`src/rtl/dsa_job_ctrl_pkg.sv`:
```
// Shared definitions for the bilinear downscaler job controller:
// register map, control/status bit positions, FSM states, reset config
// values and the job validation helper.
package dsa_job_ctrl_pkg;

  localparam logic [3:0] ADDR_CTRL   = 4'd0;
  localparam logic [3:0] ADDR_STATUS = 4'd1;
  localparam logic [3:0] ADDR_IN_W   = 4'd2;
  localparam logic [3:0] ADDR_IN_H   = 4'd3;
  localparam logic [3:0] ADDR_SCALE  = 4'd4;
  localparam logic [3:0] ADDR_NCH    = 4'd5;
  localparam logic [3:0] ADDR_OUT_W  = 4'd6;
  localparam logic [3:0] ADDR_OUT_H  = 4'd7;
  localparam logic [3:0] ADDR_CYCLES = 4'd8;

  localparam int CTRL_START  = 0;
  localparam int CTRL_ABORT  = 1;
  localparam int CTRL_IRQ_EN = 2;

  localparam int ST_BUSY    = 0;
  localparam int ST_DONE    = 1;
  localparam int ST_ERR     = 2;
  localparam int ST_ABORTED = 3;

  localparam logic [15:0] RST_IN_W  = 16'd64;
  localparam logic [15:0] RST_IN_H  = 16'd64;
  localparam logic [15:0] RST_SCALE = 16'd205;
  localparam logic [15:0] RST_NCH   = 16'd1;

  // Largest legal scale factor in Q8.8 (1.0, i.e. no upscaling)
  localparam logic [15:0] SCALE_MAX = 16'd256;

  typedef enum logic [2:0] {
    IDLE,
    CHECK,
    LAUNCH,
    WAIT,
    NEXT,
    ABORT
  } state_t;

  // A job is rejected when any dimension or the scale is zero, the scale
  // upscales, the plane does not fit the core address space, or the channel
  // count is outside 1..nch.
  function automatic logic job_invalid(input logic [15:0] w,
                                       input logic [15:0] h,
                                       input logic [15:0] s,
                                       input logic [15:0] n,
                                       input int          aw,
                                       input int          nch);
    logic [31:0] area;
    area = {16'd0, w} * {16'd0, h};
    return (w == 16'd0) || (h == 16'd0) || (s == 16'd0) || (s > SCALE_MAX) ||
           (area > (32'd1 << aw)) || (n == 16'd0) || (n > 16'(nch));
  endfunction

endpackage

```
`src/rtl/dsa_job_ctrl_reg_file.sv`:
```
// Host-visible register file: shadow config registers, CTRL strobes,
// sticky STATUS bits with write-one-to-clear, and a registered read port.
module dsa_job_ctrl_reg_file
  import dsa_job_ctrl_pkg::*;
(
  input  logic        clk_50,
  input  logic        rst_n,
  input  logic [3:0]  reg_addr_i,
  input  logic [31:0] reg_wdata_i,
  input  logic        reg_we_i,
  input  logic        reg_re_i,
  output logic [31:0] reg_rdata_o,
  output logic        reg_rvalid_o,
  output logic        start_req_o,
  output logic        abort_req_o,
  output logic        irq_o,
  output logic [15:0] in_w_o,
  output logic [15:0] in_h_o,
  output logic [15:0] scale_o,
  output logic [15:0] nch_act_o,
  input  logic        busy_i,
  input  logic [7:0]  ch_i,
  input  logic        done_set_i,
  input  logic        done_clr_i,
  input  logic        err_set_i,
  input  logic        aborted_set_i,
  input  logic [15:0] out_w_i,
  input  logic [15:0] out_h_i,
  input  logic [31:0] cycles_i
);

  logic [15:0] in_w_q, in_h_q, scale_q, nch_q;
  logic        irq_en_q;
  logic        done_q, err_q, aborted_q;
  logic        done_d, err_d, aborted_d;
  logic        ctrl_wr, status_wr;
  logic [31:0] rdata_d, rdata_q;
  logic        rvalid_q;
  logic        wdata_unused;

  assign wdata_unused = ^reg_wdata_i[31:16];

  assign ctrl_wr     = reg_we_i && (reg_addr_i == ADDR_CTRL);
  assign status_wr   = reg_we_i && (reg_addr_i == ADDR_STATUS);
  assign start_req_o = ctrl_wr && reg_wdata_i[CTRL_START];
  assign abort_req_o = ctrl_wr && reg_wdata_i[CTRL_ABORT];

  assign in_w_o       = in_w_q;
  assign in_h_o       = in_h_q;
  assign scale_o      = scale_q;
  assign nch_act_o    = nch_q;
  assign irq_o        = done_q & irq_en_q;
  assign reg_rdata_o  = rdata_q;
  assign reg_rvalid_o = rvalid_q;

  // Host writes to the shadow config registers and the IRQ enable
  always_ff @(posedge clk_50 or negedge rst_n) begin
    if (!rst_n) begin
      in_w_q   <= RST_IN_W;
      in_h_q   <= RST_IN_H;
      scale_q  <= RST_SCALE;
      nch_q    <= RST_NCH;
      irq_en_q <= 1'b0;
    end else if (reg_we_i) begin
      case (reg_addr_i)
        ADDR_CTRL:  irq_en_q <= reg_wdata_i[CTRL_IRQ_EN];
        ADDR_IN_W:  in_w_q   <= reg_wdata_i[15:0];
        ADDR_IN_H:  in_h_q   <= reg_wdata_i[15:0];
        ADDR_SCALE: scale_q  <= reg_wdata_i[15:0];
        ADDR_NCH:   nch_q    <= reg_wdata_i[15:0];
        default:    ;
      endcase
    end
  end

  // Sticky status bits: a hardware set in the same cycle beats any clear
  always_comb begin
    done_d    = done_set_i    | (done_q    & ~(status_wr & reg_wdata_i[ST_DONE]) & ~done_clr_i);
    err_d     = err_set_i     | (err_q     & ~(status_wr & reg_wdata_i[ST_ERR]));
    aborted_d = aborted_set_i | (aborted_q & ~(status_wr & reg_wdata_i[ST_ABORTED]));
  end

  // Status bit registers
  always_ff @(posedge clk_50 or negedge rst_n) begin
    if (!rst_n) begin
      done_q    <= 1'b0;
      err_q     <= 1'b0;
      aborted_q <= 1'b0;
    end else begin
      done_q    <= done_d;
      err_q     <= err_d;
      aborted_q <= aborted_d;
    end
  end

  // Read mux; unmapped addresses read as zero
  always_comb begin
    rdata_d = '0;
    case (reg_addr_i)
      ADDR_CTRL:   rdata_d[CTRL_IRQ_EN] = irq_en_q;
      ADDR_STATUS: begin
        rdata_d[ST_BUSY]    = busy_i;
        rdata_d[ST_DONE]    = done_q;
        rdata_d[ST_ERR]     = err_q;
        rdata_d[ST_ABORTED] = aborted_q;
        rdata_d[15:8]       = ch_i;
      end
      ADDR_IN_W:   rdata_d = {16'd0, in_w_q};
      ADDR_IN_H:   rdata_d = {16'd0, in_h_q};
      ADDR_SCALE:  rdata_d = {16'd0, scale_q};
      ADDR_NCH:    rdata_d = {16'd0, nch_q};
      ADDR_OUT_W:  rdata_d = {16'd0, out_w_i};
      ADDR_OUT_H:  rdata_d = {16'd0, out_h_i};
      ADDR_CYCLES: rdata_d = cycles_i;
      default:     rdata_d = '0;
    endcase
  end

  // Read response one cycle after the strobe, data held at zero otherwise
  always_ff @(posedge clk_50 or negedge rst_n) begin
    if (!rst_n) begin
      rdata_q  <= '0;
      rvalid_q <= 1'b0;
    end else begin
      rdata_q  <= reg_re_i ? rdata_d : 32'd0;
      rvalid_q <= reg_re_i;
    end
  end

endmodule

```
`src/rtl/dsa_job_ctrl.sv`:
```
// Job controller for one bilinear_seq core: latches the host config at
// START, validates it, runs the core once per colour channel, guards each
// run with a watchdog and reports completion, errors and aborts.
module dsa_job_ctrl
  import dsa_job_ctrl_pkg::*;
#(
  parameter  int AW      = 12,
  parameter  int NCH     = 3,
  parameter  int TIMEOUT = 2**20,
  localparam int CHW     = (NCH > 1) ? $clog2(NCH) : 1
) (
  input  logic            clk_50,
  input  logic            rst_n,
  input  logic [3:0]      reg_addr_i,
  input  logic [31:0]     reg_wdata_i,
  input  logic            reg_we_i,
  input  logic            reg_re_i,
  output logic [31:0]     reg_rdata_o,
  output logic            reg_rvalid_o,
  output logic            irq_o,
  output logic            core_start_o,
  output logic            core_srst_n_o,
  input  logic            core_busy_i,
  input  logic            core_done_i,
  output logic [15:0]     core_in_w_o,
  output logic [15:0]     core_in_h_o,
  output logic [15:0]     core_scale_o,
  input  logic [15:0]     core_out_w_i,
  input  logic [15:0]     core_out_h_i,
  output logic [CHW-1:0]  ch_sel_o
);

  state_t          state_q;
  logic [CHW-1:0]  ch_q, ch_sel_q;
  logic            core_start_q, srst_n_q, abort_cnt_q;
  logic [31:0]     wd_q, cycles_q;
  logic [15:0]     out_w_q, out_h_q;
  logic [15:0]     act_in_w_q, act_in_h_q, act_scale_q, act_nch_q;

  logic [15:0]     shd_in_w, shd_in_h, shd_scale, shd_nch;
  logic            start_req, abort_req;
  logic            start_ok, active, wd_expired, job_bad, last_ch, abort_hit;
  logic            done_set, done_clr, err_set, aborted_set;
  logic            unused_inputs;

  assign unused_inputs = core_busy_i;

  assign core_start_o  = core_start_q;
  assign core_srst_n_o = srst_n_q;
  assign ch_sel_o      = ch_sel_q;
  assign core_in_w_o   = act_in_w_q;
  assign core_in_h_o   = act_in_h_q;
  assign core_scale_o  = act_scale_q;

  dsa_job_ctrl_reg_file u_regs (
    .clk_50        (clk_50),
    .rst_n         (rst_n),
    .reg_addr_i    (reg_addr_i),
    .reg_wdata_i   (reg_wdata_i),
    .reg_we_i      (reg_we_i),
    .reg_re_i      (reg_re_i),
    .reg_rdata_o   (reg_rdata_o),
    .reg_rvalid_o  (reg_rvalid_o),
    .start_req_o   (start_req),
    .abort_req_o   (abort_req),
    .irq_o         (irq_o),
    .in_w_o        (shd_in_w),
    .in_h_o        (shd_in_h),
    .scale_o       (shd_scale),
    .nch_act_o     (shd_nch),
    .busy_i        (active),
    .ch_i          (8'(ch_q)),
    .done_set_i    (done_set),
    .done_clr_i    (done_clr),
    .err_set_i     (err_set),
    .aborted_set_i (aborted_set),
    .out_w_i       (out_w_q),
    .out_h_i       (out_h_q),
    .cycles_i      (cycles_q)
  );

  // Decisions shared by the FSM and the status-bit strobes
  always_comb begin
    start_ok    = start_req && !abort_req;
    active      = (state_q != IDLE);
    wd_expired  = (wd_q > 32'(TIMEOUT));
    job_bad     = job_invalid(act_in_w_q, act_in_h_q, act_scale_q, act_nch_q, AW, NCH);
    last_ch     = (16'(ch_q) == (act_nch_q - 16'd1));
    abort_hit   = (active && (state_q != ABORT) && abort_req) ||
                  ((state_q == WAIT) && !core_done_i && wd_expired);
    done_clr    = !active && start_ok;
    done_set    = (state_q == NEXT) && last_ch && !abort_hit;
    err_set     = ((state_q == CHECK) && job_bad && !abort_hit) ||
                  ((state_q == WAIT) && !core_done_i && wd_expired) ||
                  (active && start_ok);
    aborted_set = (state_q == ABORT) && abort_cnt_q;
  end

  // Job sequencer with cycle counter, watchdog and registered core controls
  always_ff @(posedge clk_50 or negedge rst_n) begin
    if (!rst_n) begin
      state_q      <= IDLE;
      ch_q         <= '0;
      ch_sel_q     <= '0;
      core_start_q <= 1'b0;
      srst_n_q     <= 1'b1;
      abort_cnt_q  <= 1'b0;
      wd_q         <= '0;
      cycles_q     <= '0;
      out_w_q      <= '0;
      out_h_q      <= '0;
      act_in_w_q   <= '0;
      act_in_h_q   <= '0;
      act_scale_q  <= '0;
      act_nch_q    <= '0;
    end else begin
      core_start_q <= 1'b0;
      if (active && (cycles_q != 32'hFFFF_FFFF)) cycles_q <= cycles_q + 32'd1;
      if (abort_hit) begin
        state_q     <= ABORT;
        srst_n_q    <= 1'b0;
        abort_cnt_q <= 1'b0;
      end else begin
        case (state_q)
          IDLE: if (start_ok) begin
            act_in_w_q  <= shd_in_w;
            act_in_h_q  <= shd_in_h;
            act_scale_q <= shd_scale;
            act_nch_q   <= shd_nch;
            cycles_q    <= '0;
            ch_q        <= '0;
            state_q     <= CHECK;
          end
          CHECK: if (job_bad) begin
            state_q <= IDLE;
          end else begin
            ch_sel_q     <= ch_q;
            core_start_q <= 1'b1;
            state_q      <= LAUNCH;
          end
          LAUNCH: begin
            wd_q    <= '0;
            state_q <= WAIT;
          end
          WAIT: if (core_done_i) begin
            out_w_q <= core_out_w_i;
            out_h_q <= core_out_h_i;
            state_q <= NEXT;
          end else begin
            wd_q <= wd_q + 32'd1;
          end
          NEXT: if (last_ch) begin
            state_q <= IDLE;
          end else begin
            ch_q         <= ch_q + 1'b1;
            ch_sel_q     <= ch_q + 1'b1;
            core_start_q <= 1'b1;
            state_q      <= LAUNCH;
          end
          ABORT: if (abort_cnt_q) begin
            srst_n_q <= 1'b1;
            state_q  <= IDLE;
          end else begin
            abort_cnt_q <= 1'b1;
          end
          default: state_q <= IDLE;
        endcase
      end
    end
  end

endmodule
```
`config.mk`:
```
export PLATFORM = sky130hd
export DESIGN_NAME = dsa_job_ctrl
export DESIGN_NICKNAME = d
export VERILOG_FILES = /design/src/rtl/dsa_job_ctrl_pkg.sv /design/src/rtl/dsa_job_ctrl_reg_file.sv /design/src/rtl/dsa_job_ctrl.sv
export SDC_FILE = /design/constraint.sdc
export NUM_CORES = 1
export LEC_CHECK = 0
export ABC_AREA = 1
export CORE_MARGIN = 5
export CORE_UTILIZATION = 54
export CTS_CLUSTER_DIAMETER = 40
export DETAILED_ROUTE_END_ITERATION = 8
export DONT_BUFFER_PORTS = 1
export HOLD_SLACK_MARGIN = 0.06
export PLACE_DENSITY = 0.79
export REMOVE_ABC_BUFFERS = 1
export SYNTH_ARGS = -nofsm -noshare
export SYNTH_HDL_FRONTEND = slang
export SYNTH_HIERARCHICAL = 1
export SYNTH_SLANG_ARGS = --single-unit
```
`constraint.sdc`:
```
create_clock -name clk_50 -period 6.46 [get_ports clk_50]
set_clock_uncertainty 0.05 [all_clocks]
set_input_delay 1.292 -clock clk_50 [delete_from_list [all_inputs] [get_ports clk_50]]
set_output_delay 1.292 -clock clk_50 [all_outputs]
set_load 0.03 [all_outputs]
```
== Yosys cells after proc, flatten, opt, wreduce, memory -nomap -nowiden ==
Cells that the tools add are included.
Word-level totals
  bits in registers: 271
  bits of input ports: 74
  output and inout bits: 86
Operators by class
  add/subtract/negate cells: 4
  multiply operators: 1
  $lt $le $gt $ge: 4
  equal/unequal tests: 23
  muxes and demuxes: 34
  bitwise gates (word level): 16
  reduce and logical (&&, ||, !) cells: 54
Operator list (number)
  $mux W32: 6
  $add A32 B1 Y32 const B: 2
  $logic_not A16 Y1: 4
  $pmux W32 S2: 1
  $pmux W8 S8: 1
  $gt A32 B13 Y1 const B: 1
  $gt A32 B21 Y1 const B: 1
  $mul A16 B16 Y32: 1
  $ne A32 B32 Y1 const B: 1
  $pmux W4 S7: 1
  $pmux W3 S6: 1
  $logic_and A1 B1 Y1: 17
  $eq A2 B16 Y1: 1
  $eq A4 B3 Y1 const B: 4
  $gt A16 B2 Y1 const B: 1
  $gt A16 B9 Y1 const B: 1
  $mux W16: 1
  $pmux W2 S8: 1
  $sub A16 B1 Y16 const B: 1
  $mux W3: 4
  $ne A3 B3 Y1 const B: 4
  $reduce_and A2 Y1: 6
  $reduce_and A3 Y1: 4
  $mux W2: 5
  other kinds (23): 66

== Logic depth before layout (Yosys ltp) ==
  depth in word-level cells: 12
  gate-level depth with buffers: 37
  gate-level depth less buffers: 35

== Hierarchy ==
The synthesis kept the hierarchy.
Modules (own cells, without submodules)
  dsa_job_ctrl: times used 1, cells each 2334, area an instance 17619.4 sq um, seq. area each 4255.3 sq um
  dsa_job_ctrl_reg_file: times used 1, cells each 586, area an instance 4642.0 sq um, seq. area each 2537.4 sq um

== Worst setup path after synthesis ==
Ideal clock, no wire load.
  path type: register to register
  start point: register act_in_h_q[9], in the netlist core_in_h_o[9]
  end point: register ch_sel_q[0], in the netlist ch_sel_o[0]
  library setup time: 0.118 ns
  arrival time: 5.994 ns
  setup slack: 0.298 ns
  stages on the path, launching flop included: 32
  buffers on the path: 2
  clock period less this slack: 6.162 ns
  path through: dfrtp_1 -> buf_2 -> buf_1 -> nand2_1 -> fa_1 -> inv_1 -> fa_1 -> inv_1 -> fa_1 -> inv_1 -> fa_1 -> fa_1 -> inv_1 -> fa_1 -> inv_1 -> ha_1 -> nand2_2 -> inv_1 -> a21oi_1 -> nand3_1 -> nand3_1 -> nand2_1 -> nand2_1 -> nand2_1 -> nor2_1 -> nand2_1 -> nor2_1 -> nand2_1 -> nand2_2 -> nand2_2 -> nand2_1 -> nand2_1
Between the ends
  cells in the longest elaborated chain, start to end: 9
  elaborated cells on any way between the ends: 11
RTL lines
  start, declared: line dsa_job_ctrl.sv:38  | logic [15:0] act_in_w_q, act_in_h_q, act_scale_q, act_nch_q;
  start signal, assigned: line dsa_job_ctrl.sv:127  | act_in_h_q <= shd_in_h;
  branches (longest 4 deep; another with $mul A16 B16 Y32)
  $logic_or A1 B1 Y1 (*): line dsa_job_ctrl_pkg.sv:53  | return (w == 16'd0) || (h == 16'd0) || (s == 16'd0) || (s > SCALE_MAX) ||
  $logic_or A1 B1 Y1 (*) (2 in a row): line dsa_job_ctrl_pkg.sv:54  | (area > (32'd1 << aw)) || (n == 16'd0) || (n > 16'(nch));
  $ne A2 B2 Y1 (no line) (*)
  $reduce_and A4 Y1 (no line) (*)
  end signal, assigned: line dsa_job_ctrl.sv:137  | ch_sel_q <= ch_q;
  end signal, assigned: line dsa_job_ctrl.sv:156  | ch_sel_q <= ch_q + 1'b1;
  end, declared: line dsa_job_ctrl.sv:34  | logic [CHW-1:0] ch_q, ch_sel_q;
Mark *: on every way between the ends.
A chain may end at the register's enable or synchronous reset.

== Worst setup path in the final report ==
  start point: register act_in_h_q[6], in the netlist core_in_h_o[6]
  end point: register ch_sel_q[0], in the netlist ch_sel_o[0]
The elaborated chain is that of the path after synthesis.

==> flow_metrics.py <==
metrics = {
    "worst_setup_path": {
        "cpMostUsedCell": "nand2_1",
        "rr_endpoint": "ch_sel_o[0]",
        "r2r_cells": 32,
        "endpoint_kind": "register",
        "crit_arrival_ns": 6.59,
        "crit_slowest_cell": "fa_1",
        "start_kind": "register",
        "r2r_slack_ns": 0.25,
        "required_ns": 6.84,
        "cp_slowest_stage_delay_ns": 0.56,
        "cp_num_buf_inv": 8,
        "cp_top_family": "adder cells",
        "cp_max_fo": 5,
        "critPathKind": "register to register",
        "worstReg2RegStart": "core_in_h_o[6]",
        "startpoint": "core_in_h_o[6]",
    },
    "drt": {
        "top_layer": "met4",
        "vias": 19030,
        "wl_met3_um": 5240,
        "ant_nets": 0,
        "wl_per_cell_um": 17.35,
        "met1_length_um": 23700,
        "drc": 0,
        "dr.pass1.iters": 6,
        "wirelength_um": 60790,
        "drt-initial-drc-count": 1539,
        "via_per_inst": 5.431,
        "met2_length_um": 29830,
    },
    "cts": {
        "cts_buffer_depth": 3,
        "numCtsBuffers": 35,
        "clk_pin_slew_ns": 0.06,
        "htree_levels": 2,
        "clkLatencyLatePin_ns": 0.56,
        "cts_hold_buf": 0,
        "cts_tree": "done",
        "root_buffer": "clkbuf_16",
        "clock_sinks": 271,
    },
    "logic_synthesis": {
        "synth_edf_count": 0,
        "synth_top_area_share_pct": 29.45,
        "synth_cells": 2920,
        "avgSynthCellArea_um2": 7.624,
        "synth_cell_types": 48,
        "async_flop_share_pct": 100.0,
        "synth.most_common_cell": "nand2_1",
        "ys_warn_count": 6,
        "mappedNetlistArea_um2": 22260,
        "synth_top_area_cell": "dfrtp_1",
        "synth_area_leaders": "dfrtp_1, fa_1, nand2_1, inv_1, ha_1",
        "ys.flop_type": "dfrtp_1",
        "ys_seq_area_share_pct": 30.51,
        "synth-seq-cells": 271,
        "netlist_top_cells_count": "nand2_1, inv_1, dfrtp_1, nor2_1, fa_1",
    },
    "timing": {
        "tightest_slew_ns": 1.138,
        "max_freq_mhz": 160.9,
        "whs_ns": 0.3951,
        "setup_violations": 0,
        "tns_ns": 0,
        "drv_slew": 0,
        "fin_ws_ns": 0.2457,
        "fin_crit_sh_pct": 96.20,
        "max_slew_margin_pct": 23.95,
        "final_hold_viol_count": 0,
        "finalCriticalPeriod_ns": 6.214,
    },
    "global_route": {
        "grt_pass1_wl_um": 99970,
        "grt_pass1_vias": 19703,
        "grt_start_max_net_pins": 272,
        "track_usage_pct": 27.33,
        "gr-total-overflow": 0,
        "antenna_found_initial": 0,
    },
    "power": {
        "power.leakage_nw": 13.88,
        "vdd_drop_max_mv": 0.2755,
        "powerDensity_nw_per_um2": 257.8,
    },
    "die": {
        "chipWidth_um": 213.0,
        "die_h_um": 213.0,
        "start_util_pct": 54.52,
        "core_um2": 40830,
        "rows": 74,
        "die_area_um2": 45390,
        "io_pins": 160,
    },
    "final_layout": {
        "n_antenna_cell": 0,
        "seq_area_um2": 6817,
        "fin_nets": 3323,
        "area_growth_pct": 11.86,
        "multiInputGateArea_um2": 13210,
        "fillCellCount": 3480,
        "drive_above_1_share_pct": 11.04,
        "fin_cells": 3504,
    },
    "placement": {
        "hpwlAfterDp_um": 45950,
        "gp_congestion": 0.9174,
        "dp.cells": 3424,
        "detailedPlace.worstSlack_ns": -0.1958,
        "io_buffers": 0,
    },
    "status": {
        "status": "finished clean",
    },
    "job": {
        "cap_violations": 0,
    },
    "hold_path": {
        "min_path_type": "primary input to asynchronous set/reset pin",
    },
}
[state kept, by name, indices dropped and copies added (netlist names), 2 cells and up]
name                flops
u_regs/reg_rdata_o     32
u_regs/in_h_o          16
core_in_h_o            16
out_h_q                16
act_nch_q              16
ch_sel_o                2
core_scale_o           16
wd_q                   32
cycles_q               32
u_regs/scale_o         16
state_q                 3
ch_q                    2
u_regs/in_w_o          16
out_w_q                16
core_in_w_o            16
u_regs/nch_act_o       16
[timing repair]
action / in CTS / in global routing
pin swaps: 0 / 30
gates resized for setup: 5 / 105
endpoints found under the setup margin: 5 / 5
setup buffers: 3 / 13
[metrics by stage]
step | area, µm² | power (mW) | util [%]
floorplan | 21720 | 3.621 | -
global placement | 23120 | 4.232 | 56.62
detailed placement | 23120 | 4.314 | 56.62
CTS | 24360 | 6.347 | 59.67
global route | 24900 | 6.801 | 60.99
finish | 24900 | 6.419 | 60.99
[per-layer routing]
metal / global-route usage, % / vias up
li1: - / 8871
met1: 35.24 / 9226
met2: 46.95 / 771
met3: 5.378 / 162
met4: 8.387 / 0
met5: 0 / -
[placed cells by master, fill, tap and decap left out, types with 17 or more instances in the layout]
cell       instances
nand2_1          916
inv_1            541
dfrtp_1          243
nor2_1           205
fa_1             189
nand3_1          137
ha_1              96
o21ai_0           89
buf_4             88
a21oi_1           46
clkbuf_16         35
mux2_2            32
nand4_1           31
xor2_1            27
nand2_2           25
nor3_1            20
dfrtp_2           19
o31ai_1           18
nor4_1            17
[report_power, final]
group	internal (mW)	switching [mW]	total [mW]
combinational	0.690	1.13	1.82
sequential	2.10	0.499	2.59
clock	1.19	0.811	2.00
total	3.98	2.44	6.42
[worst max-delay path by stage]
| stage | to | cells after the start | slack (ns) |
|---|---|---|---|
| 2_1_floorplan | ch_sel_o[0] | 29 | 0.49 |
| 3_3_place_gp | ch_sel_o[1] | 29 | -0.10 |
| 3_5_place_dp | ch_sel_o[0] | 33 | -0.20 |
| 4_1_cts | ch_sel_o[0] | 30 | 0.001 |
| 5_1_grt | ch_sel_o[0] | 32 | -0.07 |
| 6_report | ch_sel_o[0] | 32 | 0.25 |
[final cells by class]
type / count / area share (%)
Multi-Input combinational cell: 1978 / 53.04
Clock buffer: 47 / 3.819
Timing Repair Buffer: 107 / 3.718
Tap cell: 532 / 2.673
Inverter: 552 / 8.325
Clock inverter: 17 / 1.055
Sequential cell: 271 / 27.37
[kinds of logic after synthesis]
logic type,synth area share [%]
and+or+nand+nor,25.96
AOI/OAI and AO/OA,4.789
muxes,1.619
xor gates and xnor gates,1.652
buffers and inverters,11.82
other,0.01685
DFF,30.51
adders and majority gates,23.63
No activity file was read; power rests on OpenSTA's default activity.
